===== config.mk =====
export PLATFORM = sky130hd
export DESIGN_NAME = uart_pkt_parse
export DESIGN_NICKNAME = d
export VERILOG_FILES = /design/src/rtl/uart_pkt_pkg.sv /design/src/rtl/uart_pkt_parse_byte_timeout.sv /design/src/rtl/uart_pkt_parse.sv
export SDC_FILE = /design/constraint.sdc
export NUM_CORES = 1
export LEC_CHECK = 0
export ABC_AREA = 1
export CAP_MARGIN = 10
export CORE_UTILIZATION = 40
export CTS_CLUSTER_SIZE = 25
export DETAILED_ROUTE_END_ITERATION = 6
export PLACE_DENSITY = 0.65
export SETUP_SLACK_MARGIN = 0.1
export SYNTH_ARGS = -nofsm -noshare
export SYNTH_HDL_FRONTEND = slang
export SYNTH_HIERARCHICAL = 1
export SYNTH_SLANG_ARGS = --single-unit

===== constraint.sdc =====
create_clock -name sclk -period 3.68 [get_ports sclk]
set_clock_uncertainty 0.15 [all_clocks]
set_input_delay 0.552 -clock sclk [delete_from_list [all_inputs] [get_ports sclk]]
set_output_delay 0.552 -clock sclk [all_outputs]
set_load 0.02 [all_outputs]

===== src/rtl/uart_pkt_pkg.sv =====
// Shared state encoding and default constants for the UART packet parser.
package uart_pkt_pkg;

   typedef enum logic [2:0] {
      IDLE,
      S_HDR1,
      S_CMD,
      S_LEN_L,
      S_LEN_H,
      S_PAY,
      S_CHK
   } pkt_state_t;

   localparam logic [7:0]  HDR0_DEF        = 8'h55;
   localparam logic [7:0]  HDR1_DEF        = 8'hAA;
   localparam int unsigned TIMEOUT_CYC_SYN = 50000;
   localparam int unsigned TIMEOUT_CYC_SIM = 200;
   localparam int unsigned TO_W_DEF        = 16;

endpackage


===== src/rtl/uart_pkt_parse_byte_timeout.sv =====
// Inter-byte gap watchdog: pulses expired when a packet stalls too long between bytes.
module byte_timeout
   import uart_pkt_pkg::*;
#(
   parameter int unsigned TIMEOUT_CYC = TIMEOUT_CYC_SYN,
   parameter int unsigned TO_W        = TO_W_DEF
) (
   input  logic sclk,
   input  logic s_rst_n,
   input  logic clr,
   input  logic en,
   output logic expired
);

   // cnt lags the elapsed cycle count by one and the error flag downstream is
   // registered, so firing at TIMEOUT_CYC-2 lands pkt_err TIMEOUT_CYC cycles after the byte.
   localparam logic [TO_W-1:0] FIRE_AT = TO_W'(TIMEOUT_CYC - 2);

   logic [TO_W-1:0] cnt;

   assign expired = en && !clr && (cnt == FIRE_AT);

   always_ff @(posedge sclk or negedge s_rst_n) begin
      if (!s_rst_n) begin
         cnt <= '0;
      end else if (clr || expired) begin
         cnt <= '0;
      end else if (en) begin
         cnt <= cnt + TO_W'(1);
      end
   end

endmodule


===== src/rtl/uart_pkt_parse.sv =====
// Framed packet parser for the UART byte stream: command strobe, 16-bit payload
// packing for the SDRAM write path, XOR checksum and inter-byte timeout.
module uart_pkt_parse
   import uart_pkt_pkg::*;
#(
   parameter logic [7:0]  HDR0        = HDR0_DEF,
   parameter logic [7:0]  HDR1        = HDR1_DEF,
   parameter int unsigned TIMEOUT_CYC = TIMEOUT_CYC_SYN,
   parameter int unsigned TO_W        = TO_W_DEF
) (
   input  logic        sclk,
   input  logic        s_rst_n,
   input  logic [7:0]  rx_data,
   input  logic        po_flag,
   output logic [7:0]  cmd_out,
   output logic        cmd_vld,
   output logic [15:0] wr_data,
   output logic        wr_en,
   output logic        pkt_done,
   output logic        pkt_err,
   output logic        busy
);

   pkt_state_t  state;
   logic [7:0]  len_l;
   logic [7:0]  chk;
   logic [7:0]  hi_byte;
   logic [15:0] rem;
   logic        phase;
   logic [15:0] len_full;
   logic        to_clr;
   logic        to_exp;

   assign busy     = (state != IDLE);
   assign to_clr   = po_flag || (state == IDLE);
   assign len_full = {rx_data, len_l};

   byte_timeout #(
      .TIMEOUT_CYC (TIMEOUT_CYC),
      .TO_W        (TO_W)
   ) u_byte_timeout (
      .sclk    (sclk),
      .s_rst_n (s_rst_n),
      .clr     (to_clr),
      .en      (busy),
      .expired (to_exp)
   );

   always_ff @(posedge sclk or negedge s_rst_n) begin
      if (!s_rst_n) begin
         state    <= IDLE;
         cmd_out  <= '0;
         cmd_vld  <= 1'b0;
         wr_data  <= '0;
         wr_en    <= 1'b0;
         pkt_done <= 1'b0;
         pkt_err  <= 1'b0;
         len_l    <= '0;
         chk      <= '0;
         hi_byte  <= '0;
         rem      <= '0;
         phase    <= 1'b0;
      end else begin
         cmd_vld  <= 1'b0;
         wr_en    <= 1'b0;
         pkt_done <= 1'b0;
         pkt_err  <= 1'b0;

         // A byte arriving on the expiry cycle takes priority over the timeout.
         if (po_flag) begin
            case (state)
               IDLE: begin
                  if (rx_data == HDR0) state <= S_HDR1;
               end
               S_HDR1: begin
                  if (rx_data == HDR1)      state <= S_CMD;
                  else if (rx_data != HDR0) state <= IDLE;
               end
               S_CMD: begin
                  cmd_out <= rx_data;
                  cmd_vld <= 1'b1;
                  chk     <= rx_data;
                  state   <= S_LEN_L;
               end
               S_LEN_L: begin
                  len_l <= rx_data;
                  chk   <= chk ^ rx_data;
                  state <= S_LEN_H;
               end
               S_LEN_H: begin
                  chk   <= chk ^ rx_data;
                  phase <= 1'b0;
                  if (len_full == 16'h0000) begin
                     state <= S_CHK;
                  end else begin
                     rem   <= len_full;
                     state <= S_PAY;
                  end
               end
               S_PAY: begin
                  chk <= chk ^ rx_data;
                  rem <= rem - 16'd1;
                  if (!phase) begin
                     hi_byte <= rx_data;
                     phase   <= 1'b1;
                     // Odd-length tail: flush the lone byte with a zero pad.
                     if (rem == 16'd1) begin
                        wr_data <= {rx_data, 8'h00};
                        wr_en   <= 1'b1;
                        phase   <= 1'b0;
                     end
                  end else begin
                     wr_data <= {hi_byte, rx_data};
                     wr_en   <= 1'b1;
                     phase   <= 1'b0;
                  end
                  if (rem == 16'd1) state <= S_CHK;
               end
               S_CHK: begin
                  if (rx_data == chk) pkt_done <= 1'b1;
                  else                pkt_err  <= 1'b1;
                  state <= IDLE;
               end
               default: state <= IDLE;
            endcase
         end else if (to_exp) begin
            pkt_err <= 1'b1;
            phase   <= 1'b0;
            state   <= IDLE;
         end
      end
   end

endmodule


# Yosys cells after proc, flatten, opt, wreduce, memory -nomap -nowiden
# Index checks and enable logic that the tools add are counted.
# word_totals
register_bits,88
inputBits,11
out_inout_bits,29
word_cells,89
# classes
n_addsub,2
eq_ne,17
n_mux,33
bitwise_logic,2
reduce_logical,22
# op_table
operator,count
$mux 16,5
$pmux 16 s2,1
$mux 3,6
$pmux 3 s6,1
$mux 1,17
$add 16x1->16 const B,1
$eq 16x1->1 const B,1
$eq 16x16->1 const B,1
$logic_not 16->1,1
$pmux 8 s2,1
$sub 16x1->16 const B,1
$reduce_bool 2->1,5
$eq 3x3->1 const B,3
$reduce_and 3->1,3
$eq 8x7->1 const B,1
$eq 8x8->1,1
$eq 8x8->1 const B,1
$ne 8x7->1 const B,1
$reduce_and 2->1,4
$xor 8x8->8,1
$eq 3x2->1 const B,2
$ne 4x4->1 const B,1
$reduce_and 4->1,1
$eq 3x1->1 const B,1
other kinds (13),15

# Longest topological paths before layout
# depth
depth_word,7
mapped_depth,14
depth_no_buf,12

# Hierarchy
# Netlist, hierarchy kept.
# modules_own_cells
module,instances,cells_per_inst,area_each_um2,seq_area_each_um2
uart_pkt_parse,1,502,3762.4,1801.7
byte_timeout,1,156,1107.3,400.4

# Worst setup path before layout
# OpenSTA, ideal clock, no wires.
# synth_path
kind,register -> register
from,register state[1]
to,register state[2]
setup_ps,65
t_arrival_ps,1905
required_ps,3465
setup_slack_ps,1560
stages_incl_launch_ff,13
path_buffers,0
period_less_slack_ps,2120
path_cell_list,dfrtp_1 > inv_1 > nand2_1 > nand2_1 > nor2_8 > nand3_1 > nor4_1 > inv_1 > nand2_1 > nand3_1 > nor2_1 > o21ai_0 > nand2_1
# synth_via
elab_cells_between_ends,18
cone_classes,eq/ne: 8; mux: 2; reduce/logical: 8
# synth_rtl
item,line_no,source
"start, declared",uart_pkt_parse.sv:24,pkt_state_t state;
"start signal, assigned",uart_pkt_parse.sv:51,state <= IDLE;
"start signal, assigned",uart_pkt_parse.sv:73,if (rx_data == HDR0) state <= S_HDR1;
"start signal, assigned",uart_pkt_parse.sv:76,if (rx_data == HDR1) state <= S_CMD;
$reduce_bool 3->1,uart_pkt_parse.sv:34,assign busy = (state != IDLE);
net busy,uart_pkt_parse.sv:21,output logic busy
$logic_and 1x1->1 (2 in a row),uart_pkt_parse_byte_timeout.sv:21,assign expired = en && !clr && (cnt == FIRE_AT);
net to_exp,uart_pkt_parse.sv:32,logic to_exp;
$reduce_bool 2->1 (no source line),-,
$reduce_and 4->1 (no source line),-,
# The timed path passes the listed nets, and every way through them passes these cells.
# A chain may end at the register's enable or synchronous reset.

# Worst setup path after layout
# layout_path
from,register state[1]
to,output port busy
# layout_via
elab_chain_cells,1
# layout_rtl
item,line_no
$reduce_bool 3->1,uart_pkt_parse.sv:34
"end, declared",uart_pkt_parse.sv:21
# Every way passes these cells.

==> flow_summary_export.csv <==
group,metric,value,unit
critical_path,r2r-start,"state[1]",
critical_path,worstSetupEndpointType,"primary output",
finish,layoutNonFillerInstCount,835,
critical_path,rr_endpoint,"state[2]",
sta,worst_slew_pin_slew,0.772,ns
clocking,cts.sinks,88,
floorplan,die_height,112,um
sta,fmax,0.340,GHz
routing,wl_per_cell,14.0,um
sta,slew_headroom,0.486,
clocking,cts_setup_buffers,0,
logic_synthesis,async_flop_share,1.00,
logic_synthesis,netlist_top_cells_count,"nand2_1 (201), dfrtp_1 (88), nor2_1 (77)",
floorplan,rows,39,
grt,grt_pass1_vias,4152,
critical_path,startpoint,"state[1]",
logic_synthesis,ys_warn_count,6,
critical_path,cp_max_fo,13,
finish,drive_gt1_frac,0.0708,
critical_path,rrSetupSlack,1.02,ns
floorplan,coreArea,0.0117,mm2
clocking,cts_buffers,9,
power,vdd_drop_max,0.385,mV
sta,setup_tns,0,ns
logic_synthesis,postSynthCellCount,658,
grt,grt_antenna_before_repair,0,
logic_synthesis,synth_cell_type_count,34,
logic_synthesis,ys_ff_latch,88,
clocking,cts_resized,0,
clocking,clockRootBuffer,"clkbuf_16",
routing,drtIter0Drc,277,
routing,dr.pass1.iters,5,
logic_synthesis,ys.flop_type,"dfrtp_1",
logic_synthesis,synth_area_leaders,"dfrtp_1 (45%), nand2_1 (15%), o21ai_0 (6.3%), nor2_1 (5.9%), inv_1 (5.2%)",
critical_path,worstSetupPathType,"register to primary output",
grt,grtUsageTotal,0.203,
floorplan,die_x,112,um
power,leakagePower,2.60,nW
clocking,cts_tree,"built",
sta,fin_crit_sh,0.799,
routing,drtAntennaViolNets,0,
grt,grt_max_degree,56,
sta,timing.final.ws_setup,0.740,ns
critical_path,max_stage_delay,0.62,ns
finish,diodes,0,
clocking,insertion_delay,0.35,ns
hold_path,hp-class,"primary input to async pin",
logic_synthesis,synth_area,0.00487,mm2
place,globalplace.congestion,0.866,
clocking,clkTransAtPathRegs,0.07,ns
logic_synthesis,ys_seq_area_frac,0.452,
job,cap_violations,0,
sta,fin_crit,2.94,ns
sta,grt_setup_unrepaired,"no",
critical_path,reg2reg_depth,12,
clocking,clock_path_buffers,2,
logic_synthesis,synthMostInstantiatedCell,"nand2_1",
routing,viasPerCell,5.09,
logic_synthesis,syn-mean-instance-area,7.40,um2
logic_synthesis,synth.largest_area_cell,"dfrtp_1",
clocking,cts_max_level,3,
floorplan,start_util,0.418,
critical_path,start_kind,"register",
sta,finalSetupViolCount,0,
place,dp_hpwl,8.32,mm
power,powerDensity,675,mW/mm2
grt,overflow,0,
place,place_ws,0.778,ns
critical_path,arrival,2.24,ns
sta,fin_hold_ws,0.106,ns
clocking,cts_hold_buf,0,
logic_synthesis,syn_nets,673,
place,numPortBuffers,39,
finish,syn_to_final_growth,15.3,%
logic_synthesis,synth_edf_count,0,
routing,vias,4246,
sta,hold_viol_final,0,
sta,slew_viol_final,0,
finish,finish.instance_area,0.00562,mm2
place,dp.cells,819,
critical_path,path_cells,"inv_1, nand2_1, buf_4, clkdlybuf4s50_1",
routing,drc,0,
critical_path,crit_required,2.98,ns
outcome,run_status,"complete, no violations",
finish,num-nets-final,702,
routing,finalWirelength,11.7,mm
critical_path,cp_slowest_cell,"clkdlybuf4s50_1",
floorplan,die_area,0.0126,mm2
grt,grt_pass1_wl,20.2,mm
logic_synthesis,synth_top_area_frac,0.452,
floorplan,io_pins,40,
place,place_area,0.00533,mm2
[cells by family (layout without fill, tap and decap cells)]
kind of cell | after synthesis | in the layout | synth area share
compound gates | 89 | 89 | 0.0974
xor+xnor | 26 | 26 | 0.0468
simple gates | 354 | 354 | 0.310
buf+inv | 97 | 131 | 0.0832
flops | 88 | 88 | 0.452
fa+ha+maj | 4 | 4 | 0.0103
[metrics by stage]
step | util | power, W
after floorplan | - | 0.00244
after detailed placement | 0.457 | 0.00291
after CTS | 0.481 | 0.00382
after global placement | 0.457 | 0.00289
after global routing | 0.481 | 0.00407
final | 0.481 | 0.00379
[cells in the final DEF (no fill, tap or decap), drive strengths merged]
master         count
clkinv             2
nand4              5
xor2              20
xnor2              6
ha                 4
nand2            206
clkdlybuf4s50     38
nand3             36
and3               1
a21oi              9
clkbuf             9
inv               78
nor2              93
nand3b             3
o211ai             2
dfrtp             88
nor3               9
o21ai             69
o21bai             1
buf                4
o22ai              8
nor4               1
[state kept, by name, summed over array words and instances (netlist names)]
name / flops
hi_byte: 8
wr_data: 16
cmd_vld: 1
u_byte_timeout/cnt: 16
rem: 16
cmd_out: 8
chk: 8
pkt_done: 1
len_l: 8
pkt_err: 1
phase: 1
state: 3
wr_en: 1
[worst max-delay path by stage]
stage / end / slack, ns
after floorplan: state[2] / 1.56
after global placement: state[2] / 0.89
after detailed placement: state[2] / 0.78
after CTS: busy / 0.76
after global routing: busy / 0.61
final: busy / 0.74
[worst max-delay path, delay by kind of cell (launching register included)]
family,cells,cell delay (ns)
AND/OR/NAND/NOR,1,0.36
flip-flops,1,0.51
buffers and inverters,3,1.01
[layer usage]
metal | vias to the layer above | routed length, um | global-route usage
met4 | 0 | 162 | 0.0702
met3 | 12 | 474 | 0.0356
met1 | 2025 | 5550 | 0.280
li1 | 2127 | - | -
met5 | - | 0 | 0
met2 | 82 | 5530 | 0.323
[layout make-up]
cell class	instances	area, um2
fill	1153	6050
multi-input combinational	473	2260
sequential	88	2200
timing repair buffer	42	410
inverter	73	277
clock buffer	9	225
tap	143	179
clock inverter	7	60.1
[where the power goes]
group          internal [W]  switching, W  leakage, nW  total (W)
Sequential          0.00128      0.000268         1.12    0.00155
Combinational      0.000537      0.000807         1.34    0.00134
Clock              0.000472      0.000423        0.143   0.000895
Total               0.00229       0.00150         2.60    0.00379
Note: power is estimated with default switching activity, not from simulation.
